### config.mk
export PLATFORM = sky130hd
export DESIGN_NAME = uart_param_flat
export DESIGN_NICKNAME = d
export VERILOG_FILES = /design/src/rtl/uart_param_if.sv /design/src/rtl/uart_param.sv /design/src/flat_wrapper.sv
export SDC_FILE = /design/constraint.sdc
export NUM_CORES = 1
export LEC_CHECK = 0
export BUFFER_PORTS_ARGS = -buffer_cell sky130_fd_sc_hd__buf_2
export CORE_MARGIN = 3
export CORE_UTILIZATION = 55
export CTS_CLUSTER_DIAMETER = 100
export CTS_CLUSTER_SIZE = 28
export DETAILED_ROUTE_END_ITERATION = 10
export GPL_ROUTABILITY_DRIVEN = 0
export GPL_TIMING_DRIVEN = 1
export PLACE_DENSITY = 0.73
export SLEW_MARGIN = 10
export SYNTH_ARGS = -nofsm -noshare
export SYNTH_HDL_FRONTEND = slang
export SYNTH_SLANG_ARGS = --single-unit
### constraint.sdc
create_clock -name clk -period 10.1 [get_ports clk]
set_input_delay 0.505 -clock clk [delete_from_list [all_inputs] [get_ports clk]]
set_output_delay 0.505 -clock clk [all_outputs]
set_load 0.05 [all_outputs]
### src/rtl/uart_param_if.sv
// Byte-stream client side of the UART core: TX valid/ready handshake plus
// received word and error flags. The client uses master, the core slave.
interface uart_param_if #(
  parameter int DATA_W = 8
);
  logic [DATA_W-1:0] tx_data;
  logic              tx_valid;
  logic              tx_ready;
  logic [DATA_W-1:0] rx_data;
  logic              rx_valid;
  logic              parity_error;
  logic              stop_error;

  modport master (
    output tx_data, tx_valid,
    input  tx_ready, rx_data, rx_valid, parity_error, stop_error
  );

  modport slave (
    input  tx_data, tx_valid,
    output tx_ready, rx_data, rx_valid, parity_error, stop_error
  );
endinterface

### src/rtl/uart_param.sv
// Parametrised full-duplex UART: configurable data width, oversampling,
// runtime baud divisor, none/even/odd parity, 1 or 2 stop bits (TX) and
// internal loopback. TX and RX are independent FSMs in one clock domain;
// every frame latches its own copy of the line settings.
module uart_param #(
  parameter int DATA_W     = 8,
  parameter int OVERSAMPLE = 16,
  parameter int DIV_W      = 16
) (
  input  logic             clk,
  input  logic             reset,
  input  logic [DIV_W-1:0] baud_div,
  input  logic [1:0]       parity_mode,
  input  logic             stop_bits,
  input  logic             loopback,
  output logic             txd,
  input  logic             rxd,
  uart_param_if.slave      bus
);

  // Wide enough for 2P-1 with P = OVERSAMPLE * 2^DIV_W in the worst case.
  localparam int CNT_W = DIV_W + $clog2(OVERSAMPLE) + 1;
  localparam int IDX_W = $clog2(DATA_W);

  typedef enum logic [2:0] {
    S_IDLE,
    S_START,
    S_DATA,
    S_PARITY,
    S_STOP
  } state_t;

  // Bit period derived from the live inputs; only used at the moment a
  // frame starts, after which the latched copy governs the frame.
  logic [CNT_W-1:0] w_div_ext;
  logic [CNT_W-1:0] w_period_in;
  logic             w_par_en_in;
  logic             w_par_odd_in;

  assign w_div_ext    = {{(CNT_W-DIV_W){1'b0}}, baud_div};
  assign w_period_in  = (w_div_ext + CNT_W'(1)) * CNT_W'(OVERSAMPLE);
  assign w_par_en_in  = (parity_mode == 2'b01) || (parity_mode == 2'b10);
  assign w_par_odd_in = (parity_mode == 2'b10);

  // ---------------------------------------------------------------- TX
  state_t            r_tx_state;
  logic [CNT_W-1:0]  r_tx_cnt;
  logic [CNT_W-1:0]  r_tx_period;
  logic [DATA_W-1:0] r_tx_shift;
  logic [IDX_W-1:0]  r_tx_idx;
  logic              r_tx_par_en;
  logic              r_tx_par;
  logic              r_tx_stop2;
  logic              r_txd;
  logic              r_tx_ready;

  logic w_tx_bit_end;
  logic w_tx_stop_end;

  assign w_tx_bit_end  = (r_tx_cnt == r_tx_period - CNT_W'(1));
  assign w_tx_stop_end = r_tx_stop2 ? (r_tx_cnt == (r_tx_period << 1) - CNT_W'(1))
                                    : w_tx_bit_end;

  // TX frame sequencer; txd and tx_ready are registered so the line never glitches.
  always_ff @(posedge clk) begin
    if (reset) begin
      r_tx_state  <= S_IDLE;
      r_tx_cnt    <= '0;
      r_tx_period <= '0;
      r_tx_shift  <= '0;
      r_tx_idx    <= '0;
      r_tx_par_en <= 1'b0;
      r_tx_par    <= 1'b0;
      r_tx_stop2  <= 1'b0;
      r_txd       <= 1'b1;
      r_tx_ready  <= 1'b1;
    end else begin
      case (r_tx_state)
        S_IDLE: begin
          // tx_ready is high in this state, so tx_valid alone means transfer.
          if (bus.tx_valid) begin
            r_tx_shift  <= bus.tx_data;
            r_tx_par    <= (^bus.tx_data) ^ w_par_odd_in;
            r_tx_par_en <= w_par_en_in;
            r_tx_stop2  <= stop_bits;
            r_tx_period <= w_period_in;
            r_tx_cnt    <= '0;
            r_txd       <= 1'b0;
            r_tx_ready  <= 1'b0;
            r_tx_state  <= S_START;
          end
        end
        S_START: begin
          if (w_tx_bit_end) begin
            r_tx_cnt   <= '0;
            r_txd      <= r_tx_shift[0];
            r_tx_shift <= r_tx_shift >> 1;
            r_tx_idx   <= '0;
            r_tx_state <= S_DATA;
          end else begin
            r_tx_cnt <= r_tx_cnt + CNT_W'(1);
          end
        end
        S_DATA: begin
          if (w_tx_bit_end) begin
            r_tx_cnt <= '0;
            if (r_tx_idx == IDX_W'(DATA_W-1)) begin
              if (r_tx_par_en) begin
                r_txd      <= r_tx_par;
                r_tx_state <= S_PARITY;
              end else begin
                r_txd      <= 1'b1;
                r_tx_state <= S_STOP;
              end
            end else begin
              r_txd      <= r_tx_shift[0];
              r_tx_shift <= r_tx_shift >> 1;
              r_tx_idx   <= r_tx_idx + IDX_W'(1);
            end
          end else begin
            r_tx_cnt <= r_tx_cnt + CNT_W'(1);
          end
        end
        S_PARITY: begin
          if (w_tx_bit_end) begin
            r_tx_cnt   <= '0;
            r_txd      <= 1'b1;
            r_tx_state <= S_STOP;
          end else begin
            r_tx_cnt <= r_tx_cnt + CNT_W'(1);
          end
        end
        S_STOP: begin
          // One counter run covers both stop bits when two are configured.
          if (w_tx_stop_end) begin
            r_tx_cnt   <= '0;
            r_tx_ready <= 1'b1;
            r_tx_state <= S_IDLE;
          end else begin
            r_tx_cnt <= r_tx_cnt + CNT_W'(1);
          end
        end
        default: begin
          r_tx_state <= S_IDLE;
          r_txd      <= 1'b1;
          r_tx_ready <= 1'b1;
        end
      endcase
    end
  end

  // ---------------------------------------------------------------- RX
  logic w_rx_src;
  logic r_sync1;
  logic r_sync2;
  logic r_rx_prev;
  logic w_rx_fall;

  assign w_rx_src  = loopback ? r_txd : rxd;
  assign w_rx_fall = r_rx_prev & ~r_sync2;

  // Two-flop synchroniser plus one history flop for start-edge detection.
  // Requiring a 1->0 edge means a line stuck low after a bad stop bit
  // cannot masquerade as a new start.
  always_ff @(posedge clk) begin
    if (reset) begin
      r_sync1   <= 1'b1;
      r_sync2   <= 1'b1;
      r_rx_prev <= 1'b1;
    end else begin
      r_sync1   <= w_rx_src;
      r_sync2   <= r_sync1;
      r_rx_prev <= r_sync2;
    end
  end

  state_t            r_rx_state;
  logic [CNT_W-1:0]  r_rx_cnt;
  logic [CNT_W-1:0]  r_rx_period;
  logic              r_rx_par_en;
  logic              r_rx_par_odd;
  logic [DATA_W-1:0] r_rx_shift;
  logic [IDX_W-1:0]  r_rx_idx;
  logic              r_rx_perr_pend;
  logic [DATA_W-1:0] r_rx_data;
  logic              r_rx_valid;
  logic              r_parity_error;
  logic              r_stop_error;

  logic w_rx_half_end;
  logic w_rx_bit_end;

  assign w_rx_half_end = (r_rx_cnt == (r_rx_period >> 1) - CNT_W'(1));
  assign w_rx_bit_end  = (r_rx_cnt == r_rx_period - CNT_W'(1));

  // RX frame sequencer: mid-bit sampling, results published one cycle after the stop sample.
  always_ff @(posedge clk) begin
    if (reset) begin
      r_rx_state     <= S_IDLE;
      r_rx_cnt       <= '0;
      r_rx_period    <= '0;
      r_rx_par_en    <= 1'b0;
      r_rx_par_odd   <= 1'b0;
      r_rx_shift     <= '0;
      r_rx_idx       <= '0;
      r_rx_perr_pend <= 1'b0;
      r_rx_data      <= '0;
      r_rx_valid     <= 1'b0;
      r_parity_error <= 1'b0;
      r_stop_error   <= 1'b0;
    end else begin
      r_rx_valid <= 1'b0;
      case (r_rx_state)
        S_IDLE: begin
          if (w_rx_fall) begin
            r_rx_period    <= w_period_in;
            r_rx_par_en    <= w_par_en_in;
            r_rx_par_odd   <= w_par_odd_in;
            r_rx_perr_pend <= 1'b0;
            r_rx_cnt       <= '0;
            r_rx_state     <= S_START;
          end
        end
        S_START: begin
          if (w_rx_half_end) begin
            r_rx_cnt <= '0;
            r_rx_idx <= '0;
            // A high sample here was a glitch, not a start bit.
            r_rx_state <= r_sync2 ? S_IDLE : S_DATA;
          end else begin
            r_rx_cnt <= r_rx_cnt + CNT_W'(1);
          end
        end
        S_DATA: begin
          if (w_rx_bit_end) begin
            r_rx_cnt   <= '0;
            r_rx_shift <= {r_sync2, r_rx_shift[DATA_W-1:1]};
            if (r_rx_idx == IDX_W'(DATA_W-1)) begin
              r_rx_state <= r_rx_par_en ? S_PARITY : S_STOP;
            end else begin
              r_rx_idx <= r_rx_idx + IDX_W'(1);
            end
          end else begin
            r_rx_cnt <= r_rx_cnt + CNT_W'(1);
          end
        end
        S_PARITY: begin
          if (w_rx_bit_end) begin
            r_rx_cnt       <= '0;
            r_rx_perr_pend <= (^r_rx_shift) ^ r_sync2 ^ r_rx_par_odd;
            r_rx_state     <= S_STOP;
          end else begin
            r_rx_cnt <= r_rx_cnt + CNT_W'(1);
          end
        end
        S_STOP: begin
          if (w_rx_bit_end) begin
            r_rx_cnt       <= '0;
            r_rx_data      <= r_rx_shift;
            r_parity_error <= r_rx_perr_pend;
            r_stop_error   <= ~r_sync2;
            r_rx_valid     <= 1'b1;
            r_rx_state     <= S_IDLE;
          end else begin
            r_rx_cnt <= r_rx_cnt + CNT_W'(1);
          end
        end
        default: r_rx_state <= S_IDLE;
      endcase
    end
  end

  assign txd              = r_txd;
  assign bus.tx_ready     = r_tx_ready;
  assign bus.rx_data      = r_rx_data;
  assign bus.rx_valid     = r_rx_valid;
  assign bus.parity_error = r_parity_error;
  assign bus.stop_error   = r_stop_error;

endmodule
### src/flat_wrapper.sv
// flat-port wrapper written by rule: the top's interface ports become plain ports
module uart_param_flat 
#(
  parameter int DATA_W     = 8,
  parameter int OVERSAMPLE = 16,
  parameter int DIV_W      = 16
)
  (clk, reset, baud_div, parity_mode, stop_bits, loopback, txd, rxd, bus_tx_data, bus_tx_valid, bus_tx_ready, bus_rx_data, bus_rx_valid, bus_parity_error, bus_stop_error);
  uart_param_if #(.DATA_W(DATA_W)) bus_i ();
  input  logic clk;
  input  logic reset;
  input  logic [DIV_W-1:0] baud_div;
  input  logic [1:0] parity_mode;
  input  logic stop_bits;
  input  logic loopback;
  output logic txd;
  input  logic rxd;
  input wire logic [$bits(bus_i.tx_data)-1:0] bus_tx_data;
  input wire logic [$bits(bus_i.tx_valid)-1:0] bus_tx_valid;
  output wire logic [$bits(bus_i.tx_ready)-1:0] bus_tx_ready;
  output wire logic [$bits(bus_i.rx_data)-1:0] bus_rx_data;
  output wire logic [$bits(bus_i.rx_valid)-1:0] bus_rx_valid;
  output wire logic [$bits(bus_i.parity_error)-1:0] bus_parity_error;
  output wire logic [$bits(bus_i.stop_error)-1:0] bus_stop_error;
  assign bus_i.tx_data = bus_tx_data;
  assign bus_i.tx_valid = bus_tx_valid;
  assign bus_tx_ready = bus_i.tx_ready;
  assign bus_rx_data = bus_i.rx_data;
  assign bus_rx_valid = bus_i.rx_valid;
  assign bus_parity_error = bus_i.parity_error;
  assign bus_stop_error = bus_i.stop_error;
  uart_param #(.DATA_W(DATA_W), .OVERSAMPLE(OVERSAMPLE), .DIV_W(DIV_W)) u_core (.clk(clk), .reset(reset), .baud_div(baud_div), .parity_mode(parity_mode), .stop_bits(stop_bits), .loopback(loopback), .txd(txd), .rxd(rxd), .bus(bus_i));
endmodule
==> results.cfg, run 1 <==
[run_status]
run_status = complete, no violations

[worst_setup_path]
crit_required_ns = 10.41
worst_setup_path_end_kind = flop
path_class = reg2reg
cp-startpoint = u_core.r_tx_period[4]
crit_chain = inv_1 > ha_1 > or4b_1 > nor3_1 > xnor2_1 > o21ai_0 > nor4b_1 > nand3_4 > o211ai_4 > a21oi_2 > a211o_1
worst_setup_path_start_kind = flop
setup.reg_to_reg.worst_slack_ns = 5.69
setup.worst_path.end = u_core.r_tx_cnt[4]
slowest_stage = or4b_1
timing.critical_path.buf_inv = 1
arrival_time_of_the_worst_setup_path_ns = 4.72
worstRegToRegCells = 11
worst-path-max-fanout = 25
critical_path_cell_count = 11
r2r-end = u_core.r_tx_cnt[4]
crit_path_leading_delay_family = simple AND/OR/NAND/NOR gates
critical_path.max_stage_delay_ns = 0.68
reg2reg_from = u_core.r_tx_period[4]

[pwr]
total_leakage_power_uw = 0.00342
vdd.ir_drop.worst_mv = 0.125
totalPowerFinal_uw = 1500
cellPowerDensity_nw_per_um2 = 156

[route]
route.antenna.remaining_nets = 0
drc_markers = 0
post_dr_wirelength_cell_um = 17.1
finalWirelength_um = 22200
dr.pass1.iters = 6
routed_via_density = 6.24
first_iter_violations = 796
detailroute.via_count = 8112

[synth]
postSynthCellCount = 1107
synthFlopType = dfxtp_1
yosys_register_bits = 126
synth-warning-count = 0
synth_area_per_cell_um2 = 8.00
synth_cell_type_count = 91
proportion_of_synthesized_chip_area_in_sequential_cells_pct = 28.5
number_of_enable_type_register_cells_in_the_synthesized_netlist = 0
syn_area_um2 = 8850
async_reset_ff_share_pct = 0
synth_fp_nets = 1149

[floorplan]
initial_core_util_pct = 57.2
die_x_um = 133
core_area_um2 = 15500
floorplan.die_area_um2 = 17700
boundaryPins = 45
placement_rows = 45
die_y_um = 133

[cts]
post_cts_resized = 0
cts_tree = done
postCtsSetupBuffers = 0
insertion_delay_ns = 0.42
cts_made_buffers = 17
cts.htree.levels = 4
hold_buf_cts = 0
tritoncts_num_sinks = 126
cts-root-to-sink-buffers = 2
clock_tree.root_cell = clkbuf_16
clk_slew_on_worst_s_h_paths_ns = 0.06

[global_routing]
grt_util_overall_pct = 25.3
antenna_found_initial = 1
first_global_vias = 7450
global_route.overflow_total = 0
global_route_wire_length_before_repair_um = 37600
largest_net_degree_at_the_start_of_global_routing = 71

[timing]
finalSetupViolations = 0
clock.fmax_ghz = 0.227
timing.final.crit_period_ns = 4.41
transition_time_at_the_pin_with_the_least_slew_margin_ns = 1.03
final_layout_setup_total_negative_slack_ns = 0
slew_headroom_pct = 30.9
report.final.hold_viol_count = 0
final.setup_skew_ns = 0.0103
post_route_fraction_of_the_period_consumed_by_the_critical_path_pct = 43.7
grt_setup_unrepaired = false
maxSlewViolCount = 0

[layout]
seqCellArea_um2 = 2520
multiInputGateArea_um2 = 5830
antenna-diode-count = 0
final_layout_size_suffix_gt1_share_pct = 11.2
areaGrowthSynthToFinish_pct = 8.24
fill_cells = 1351
nNetsFinal = 1118

[placement]
numPortBuffers = 44
post-dp-hpwl_um = 15500

[worst_hold_path]
hold_depth = 3
hp_class = in2reg

[run]
cap_viol_max_count = 0
-- metal layers --
| metal | vias up | share of wire, % | GRT usage, % |
|---|---|---|---|
| met5 | - | 0.059 | 0 |
| met3 | 48 | 6.8 | 4.79 |
| li1 | 3984 | - | - |
| met1 | 3776 | 48 | 37.5 |
| met4 | 2 | 2.8 | 9.70 |
| met2 | 302 | 42 | 35.9 |
-- logic make-up after synthesis --
| family | after synthesis | synth area share (%) |
|---|---|---|
| XOR/XNOR | 115 | 11.8 |
| multiplexers | 41 | 4.66 |
| buffers and inverters | 123 | 5.85 |
| AO/OA/AOI/OAI | 255 | 21.4 |
| AND/OR/NAND/NOR | 437 | 26.3 |
| flip-flops | 126 | 28.5 |
| adder cells (fa/ha/maj) | 10 | 1.41 |
-- tightest hold or removal path: cells and delay by family --
| kind | cells | cell delay [ns] |
|---|---|---|
| buffers and inverters | 1 | 0.08 |
| and+or+nand+nor | 1 | 0.07 |
| muxes | 1 | 0.07 |
-- registers in the layout (all words and copies together), names as in the netlist, 3 cells and up --
register,flops
u_core.bus.rx_data,8
u_core.r_rx_idx,3
u_core.r_rx_state,3
u_core.r_rx_shift,8
u_core.r_tx_state,3
u_core.r_tx_shift,8
u_core.r_rx_period,17
u_core.r_rx_cnt,21
u_core.r_tx_idx,3
u_core.r_tx_period,17
u_core.r_tx_cnt,21
-- Yosys cell counts, types with 10 or more instances --
master	number	share of area (%)
nand3_1	48	2.7
mux2i_1	39	4.4
and3_1	18	1.3
a2111oi_0	11	1.1
ha_1	10	1.4
nand2_1	80	3.4
nand2b_1	10	0.71
nand4_1	18	1.3
nor2b_1	18	1.3
inv_1	22	0.93
nor3_1	37	2.1
or3_1	12	0.85
a21oi_1	41	2.3
clkbuf_1	71	3.0
xor2_1	33	3.3
xnor2_1	79	7.8
a211oi_1	53	4.5
buf_2	15	0.85
nor2_1	120	5.1
dfxtp_1	126	28
o21ai_0	32	1.8
nor4_1	10	0.71
a211o_1	16	1.6
-- placed cells by master, fill, tap and decap left out, drive strengths merged, types with 18 or more instances in the layout --
master	count
a211oi	53
nand2	80
mux2i	39
xnor2	79
inv	25
dfxtp	126
buf	50
xor2	33
nand4	18
nor2b	18
o21ai	34
nor3	37
a21oi	43
and3	18
nand3	50
nor2	121
-- how the worst min path moves through the flow --
stage | endpoint | slack, ns | startpoint
floorplan | u_core.r_sync2 | 0.39 | u_core.r_sync1
global placement | u_core.r_sync2 | 0.39 | u_core.r_sync1
detailed placement | u_core.r_sync2 | 0.40 | u_core.r_sync1
CTS | u_core.r_sync1 | 0.32 | rxd
global route | u_core.r_sync1 | 0.34 | rxd
finish | u_core.r_sync1 | 0.33 | rxd
-- cell type report --
| class | instances | area share [%] |
|---|---|---|
| well taps | 211 | 2.75 |
| clock inverters | 15 | 1.96 |
| clock buffers | 17 | 4.44 |
| inverters | 23 | 0.901 |
| flip-flops and latches | 126 | 26.3 |
| repair buffers | 50 | 2.79 |
| multi-input cells | 858 | 60.8 |
-- through the flow --
step / hold slack (ns) / cell area [um^2] / setup slack [ns] / utilization, % / instances
floorplan: 0.389 / 8850 / 6.52 / - / 1107
global placement: 0.393 / 8970 / 5.86 / 57.9 / 1268
detailed placement: 0.397 / 8970 / 5.74 / 57.9 / 1268
CTS: 0.322 / 9580 / 5.72 / 61.9 / 1300
global route: 0.343 / 9580 / 5.34 / 61.9 / 1300
finish: 0.332 / 9580 / 5.69 / 61.9 / 1300
-- power breakdown --
| part | internal, uW | total, uW | switching, uW |
|---|---|---|---|
| clock | 392 | 634 | 243 |
| combinational | 126 | 310 | 184 |
| sequential | 516 | 552 | 36.3 |
| total | 1030 | 1500 | 463 |
Note: power is estimated with default switching activity, not from simulation.
==> inputs of run 2 (changes only) <==
==> constraint.sdc (replaced) <==
create_clock -name clk -period 4.4 [get_ports clk]
set_input_delay 0.22 -clock clk [delete_from_list [all_inputs] [get_ports clk]]
set_output_delay 0.22 -clock clk [all_outputs]
set_load 0.05 [all_outputs]
==> results.cfg, run 2 (synthesized netlist as in run 1, its figures left out) <==
[route]
first_iter_violations = 856
routed_via_density = 6.29
dr.pass1.iters = 5
route.antenna.remaining_nets = 0
detailroute.via_count = 8239
drc_markers = 0
post_dr_wirelength_cell_um = 17.2
finalWirelength_um = 22500

[worst_setup_path]
critical_path.max_stage_delay_ns = 0.68
r2r-end = u_core.r_tx_cnt[16]
critical_path_cell_count = 11
timing.critical_path.buf_inv = 1
setup.worst_path.end = u_core.r_tx_cnt[16]
path_class = reg2reg
worstRegToRegCells = 11
worst_setup_path_end_kind = flop
setup.reg_to_reg.worst_slack_ns = 0.30
crit_required_ns = 4.73
cp-startpoint = u_core.r_tx_period[4]
crit_path_leading_delay_family = simple AND/OR/NAND/NOR gates
worst_setup_path_start_kind = flop
crit_chain = inv_1 > ha_1 > or4b_1 > nor4_4 > mux2_2 > nor3b_1 > a2bb2oi_2 > nand3_4 > o211ai_2 > a211oi_1 > a211o_1
reg2reg_from = u_core.r_tx_period[4]
slowest_stage = or4b_1
worst-path-max-fanout = 16
arrival_time_of_the_worst_setup_path_ns = 4.43

[cts]
hold_buf_cts = 0
postCtsSetupBuffers = 0
tritoncts_num_sinks = 126
clk_slew_on_worst_s_h_paths_ns = 0.06
post_cts_resized = 0
cts_made_buffers = 17
insertion_delay_ns = 0.44
cts.htree.levels = 4
cts-root-to-sink-buffers = 2
clock_tree.root_cell = clkbuf_16
cts_tree = done

[pwr]
total_leakage_power_uw = 0.00344
totalPowerFinal_uw = 3360
vdd.ir_drop.worst_mv = 0.267
cellPowerDensity_nw_per_um2 = 350

[timing]
final_layout_setup_total_negative_slack_ns = 0
timing.final.crit_period_ns = 4.10
final.setup_skew_ns = 0.00988
post_route_fraction_of_the_period_consumed_by_the_critical_path_pct = 93.1
transition_time_at_the_pin_with_the_least_slew_margin_ns = 0.951
fin_ws_ns = 0.304
finalSetupViolations = 0
maxSlewViolCount = 0
report.final.hold_viol_count = 0
grt_setup_unrepaired = false
clock.fmax_ghz = 0.244
slew_headroom_pct = 36.3

[global_routing]
first_global_vias = 7278
global_route.overflow_total = 0
largest_net_degree_at_the_start_of_global_routing = 68
antenna_found_initial = 0
global_route_wire_length_before_repair_um = 36900
grt_util_overall_pct = 25.2

[run]
cap_viol_max_count = 0

[floorplan]
core_area_um2 = 15500
boundaryPins = 45
initial_core_util_pct = 57.2
placement_rows = 45
die_y_um = 133
floorplan.die_area_um2 = 17700
die_x_um = 133

[run_status]
run_status = complete, no violations

[placement]
placedCellCount = 1277
place_ws_ns = 0.236
numPortBuffers = 44
post-dp-hpwl_um = 15700

[layout]
final_cells = 1310
largest_registers_ranked_by_flip_flop_count = u_core.r_rx_cnt x21, u_core.r_tx_cnt x21
antenna-diode-count = 0
final_cell_mix = 126 x dfxtp_1, 120 x nor2_1, 80 x nand2_1
layout.cells.most_common = dfxtp_1
final_layout_size_suffix_gt1_share_pct = 12.0
fill_cells = 1401
areaGrowthSynthToFinish_pct = 8.66
nNetsFinal = 1128

[worst_hold_path]
hp_class = in2reg
## run 2: cell count changes in the layout (fill, tap and decap cells not counted)
| cell | previous run | this run |
|---|---|---|
| buf_4 | 7 | 16 |
| bufinv_16 | 3 | 0 |
| clkinv_2 | 2 | 1 |
| clkinv_4 | 5 | 1 |
| clkinv_8 | 0 | 1 |
| inv_6 | 2 | 5 |
| inv_8 | 1 | 5 |
| o211ai_2 | 0 | 1 |
## run 2: worst min-delay path by stage
stage | end | slack [ns] | from | cells past startpoint
CTS | u_core.r_sync1 | 0.01 | rxd | 3
global route | u_core.r_sync1 | 0.03 | rxd | 3
detailed placement | u_core.r_sync2 | 0.39 | u_core.r_sync1 | 1
global placement | u_core.r_sync2 | 0.40 | u_core.r_sync1 | 1
finish | u_core.r_sync1 | 0.02 | rxd | 3
floorplan | u_core.r_rx_period[4] | 0.32 | baud_div[0] | 1
## run 2: metrics by stage
stage | area, um^2 | utilization (%) | hold slack, ns
2_1_floorplan | 8850 | - | 0.316
3_3_place_gp | 9040 | 58.4 | 0.396
3_5_place_dp | 9040 | 58.4 | 0.394
4_1_cts | 9610 | 62.1 | 0.0125
5_1_grt | 9620 | 62.1 | 0.0321
6_report | 9620 | 62.1 | 0.0195
## run 2: tightest hold or removal path, cell delays in order
cell     delay, ns
buf_2         0.08
mux2i_1       0.07
nand2_1       0.07
## run 2: cell type report
class	count	area (um^2)	area share [%]
clock buffers	17	425	4.42
clock inverters	15	145	1.51
inverters	23	86.3	0.897
multi-input cells	859	5840	60.7
flip-flops and latches	126	2520	26.2
well taps	211	264	2.74
repair buffers	59	335	3.49
## run 2: power by group
group | switching [uW] | total, uW | internal, uW | leakage [uW]
sequential | 79.6 | 1260 | 1180 | 0.00102
combinational | 426 | 728 | 302 | 0.00214
clock | 623 | 1370 | 750 | 0.000278
total | 1130 | 3360 | 2240 | 0.00344
## run 2: routing by layer
layer	vias to the layer above	routed length [um]	share of wire, %	track usage, %
li1	4012	-	-	-
met1	3876	10600	47	36.3
met2	307	9920	44	37.0
met3	44	1540	6.8	5.48
met4	0	435	1.9	8.72
met5	-	0	0	0
==> inputs of run 3 (changes only) <==
--- a/config.mk
+++ b/config.mk
@@ -14,7 +14,9 @@
 export GPL_ROUTABILITY_DRIVEN = 0
 export GPL_TIMING_DRIVEN = 1
 export PLACE_DENSITY = 0.73
+export REMOVE_ABC_BUFFERS = 1
 export SLEW_MARGIN = 10
 export SYNTH_ARGS = -nofsm -noshare
 export SYNTH_HDL_FRONTEND = slang
 export SYNTH_SLANG_ARGS = --single-unit
+export TNS_END_PERCENT = 10
==> results.cfg, run 3 (synthesized netlist as in run 1, its figures left out) <==
[run_status]
run_status = complete, no violations

[route]
routed_via_density = 6.14
met1Wirelength_um = 10200
highest-signal-layer = met4
finalWirelength_um = 21600
dr.pass1.iters = 5
first_iter_violations = 578
route.antenna.remaining_nets = 0
detailroute.via_count = 8020
dr_wl_met3_um = 1100
wl_met2_um = 9900
post_dr_wirelength_cell_um = 16.5
drc_markers = 0

[global_routing]
global_route.overflow_total = 0
antenna_found_initial = 0
first_global_vias = 7231
grt_util_overall_pct = 24.4
largest_net_degree_at_the_start_of_global_routing = 81
global_route_wire_length_before_repair_um = 36000

[layout]
antenna-diode-count = 0
layout.cells.most_common = dfxtp_1
largest_registers_ranked_by_flip_flop_count = u_core.r_rx_cnt x21, u_core.r_tx_cnt x21
final_cell_mix = 126 x dfxtp_1, 120 x nor2_1, 80 x nand2_1
areaGrowthSynthToFinish_pct = 8.85
fin_util_pct = 62.2
design_area_um2 = 9640
final_layout_size_suffix_gt1_share_pct = 11.4
fill_cells = 1394
nNetsFinal = 1126

[timing]
fin_ws_ns = 0.366
slew_headroom_pct = 27.2
grt_setup_unrepaired = false
final_layout_setup_total_negative_slack_ns = 0
final.setup_skew_ns = 0.00597
post_route_fraction_of_the_period_consumed_by_the_critical_path_pct = 91.7
maxSlewViolCount = 0
clock.fmax_ghz = 0.248
timing.final.crit_period_ns = 4.03
whs_ns = 0.0266
finalSetupViolations = 0
report.final.hold_viol_count = 0
transition_time_at_the_pin_with_the_least_slew_margin_ns = 1.09

[run]
cap_viol_max_count = 0

[pwr]
vdd.ir_drop.worst_mv = 0.315
total_leakage_power_uw = 0.00344
part_of_the_total_power_dissipated_in_combinational_logic_pct = 20.8
seqPwrFrac_pct = 36.8
cellPowerDensity_nw_per_um2 = 357
internal_power_uw = 2430
share_of_total_power_consumed_by_net_switching_pct = 29.4
clockPowerShare_pct = 42.4
netSwitchingPower_uw = 1010

[floorplan]
die_x_um = 133
die_y_um = 133
placement_rows = 45
initial_core_util_pct = 57.2
floorplan.die_area_um2 = 17700
boundaryPins = 45
core_area_um2 = 15500

[worst_setup_path]
worst_setup_path_start_kind = flop
slowest_stage = or4b_1
arrival_time_of_the_worst_setup_path_ns = 4.35
crit_required_ns = 4.72
worst-path-max-fanout = 16
path_class = reg2reg
crit_path_leading_delay_family = simple AND/OR/NAND/NOR gates
timing.critical_path.buf_inv = 1
critical_path.max_stage_delay_ns = 0.68
worst_setup_path_end_kind = flop
crit_chain = inv_1 > ha_1 > or4b_1 > nor4_4 > mux2_2 > nor3b_1 > a2bb2oi_2 > nand3_4 > o211ai_2 > a211oi_1 > a211o_1

[cts]
cts-root-to-sink-buffers = 2
clk_slew_on_worst_s_h_paths_ns = 0.05
cts_made_buffers = 17
postCtsSetupBuffers = 0
tritoncts_num_sinks = 126
cts.htree.levels = 4
clock_tree.root_cell = clkbuf_16
hold_buf_cts = 0
cts_tree = done
insertion_delay_ns = 0.43
post_cts_resized = 0

[placement]
numPortBuffers = 44
placed_area_um2 = 9020
post-dp-hpwl_um = 15200
place_ws_ns = 0.290

[worst_hold_path]
hp_class = in2reg
-- run 3: cell count changes in the layout (fill, tap and decap cells not counted), moves of 2 or more --
| cell | before | now |
|---|---|---|
| clkbuf_1 | 0 | 3 |
| inv_6 | 5 | 1 |
| inv_8 | 5 | 0 |
| buf_4 | 16 | 14 |
| bufinv_16 | 0 | 4 |
-- run 3: through the flow --
| step | power, uW | std cells |
|---|---|---|
| after global placement | 1990 | 1275 |
| after detailed placement | 1990 | 1275 |
| after global routing | 3590 | 1306 |
| after floorplan | 1800 | 1007 |
| final | 3440 | 1306 |
| after CTS | 3460 | 1305 |
-- run 3: power by group through the flow --
stage | Sequential [uW] | Clock (uW) | Combinational, uW
2_1_floorplan | 1270 | 0 | 527
3_5_place_dp | 1290 | 0 | 707
5_1_grt | 1270 | 1520 | 795
4_1_cts | 1260 | 1480 | 713
3_3_place_gp | 1290 | 0 | 707
6_report | 1260 | 1460 | 716
-- run 3: per-layer routing --
metal / vias up / global-route usage [%]
met5: - / 0
met4: 0 / 9.18
met3: 31 / 4.56
met2: 224 / 38.2
met1: 3765 / 33.3
li1: 4000 / -
-- run 3: worst min-delay path, cell delays in order --
cell     delay (ns)
buf_2          0.08
mux2i_1        0.05
nor2_1         0.07
-- run 3: path summary, 6_finish.rpt --
check | cells after the start | endpoint | startpoint | slack (ns)
worst max-delay path | 11 | u_core.r_tx_cnt[14] | u_core.r_tx_period[5] | 0.37
worst min-delay path | 3 | u_core.r_tx_stop2 | stop_bits | 0.03
worst min register to register | 1 | u_core.r_sync2 | u_core.r_sync1 | 0.41
worst max register to register | 11 | u_core.r_tx_cnt[14] | u_core.r_tx_period[5] | 0.37
-- run 3: final cells by class --
type                       count  area (um^2)  area share [%]
clock buffer                  20          437            4.53
clock inverter                10          165            1.71
inverter                      23         86.3           0.896
multi-input combinational    859         5840            60.6
sequential                   126         2520            26.2
tap                          211          264            2.74
timing repair buffer          57          320            3.32
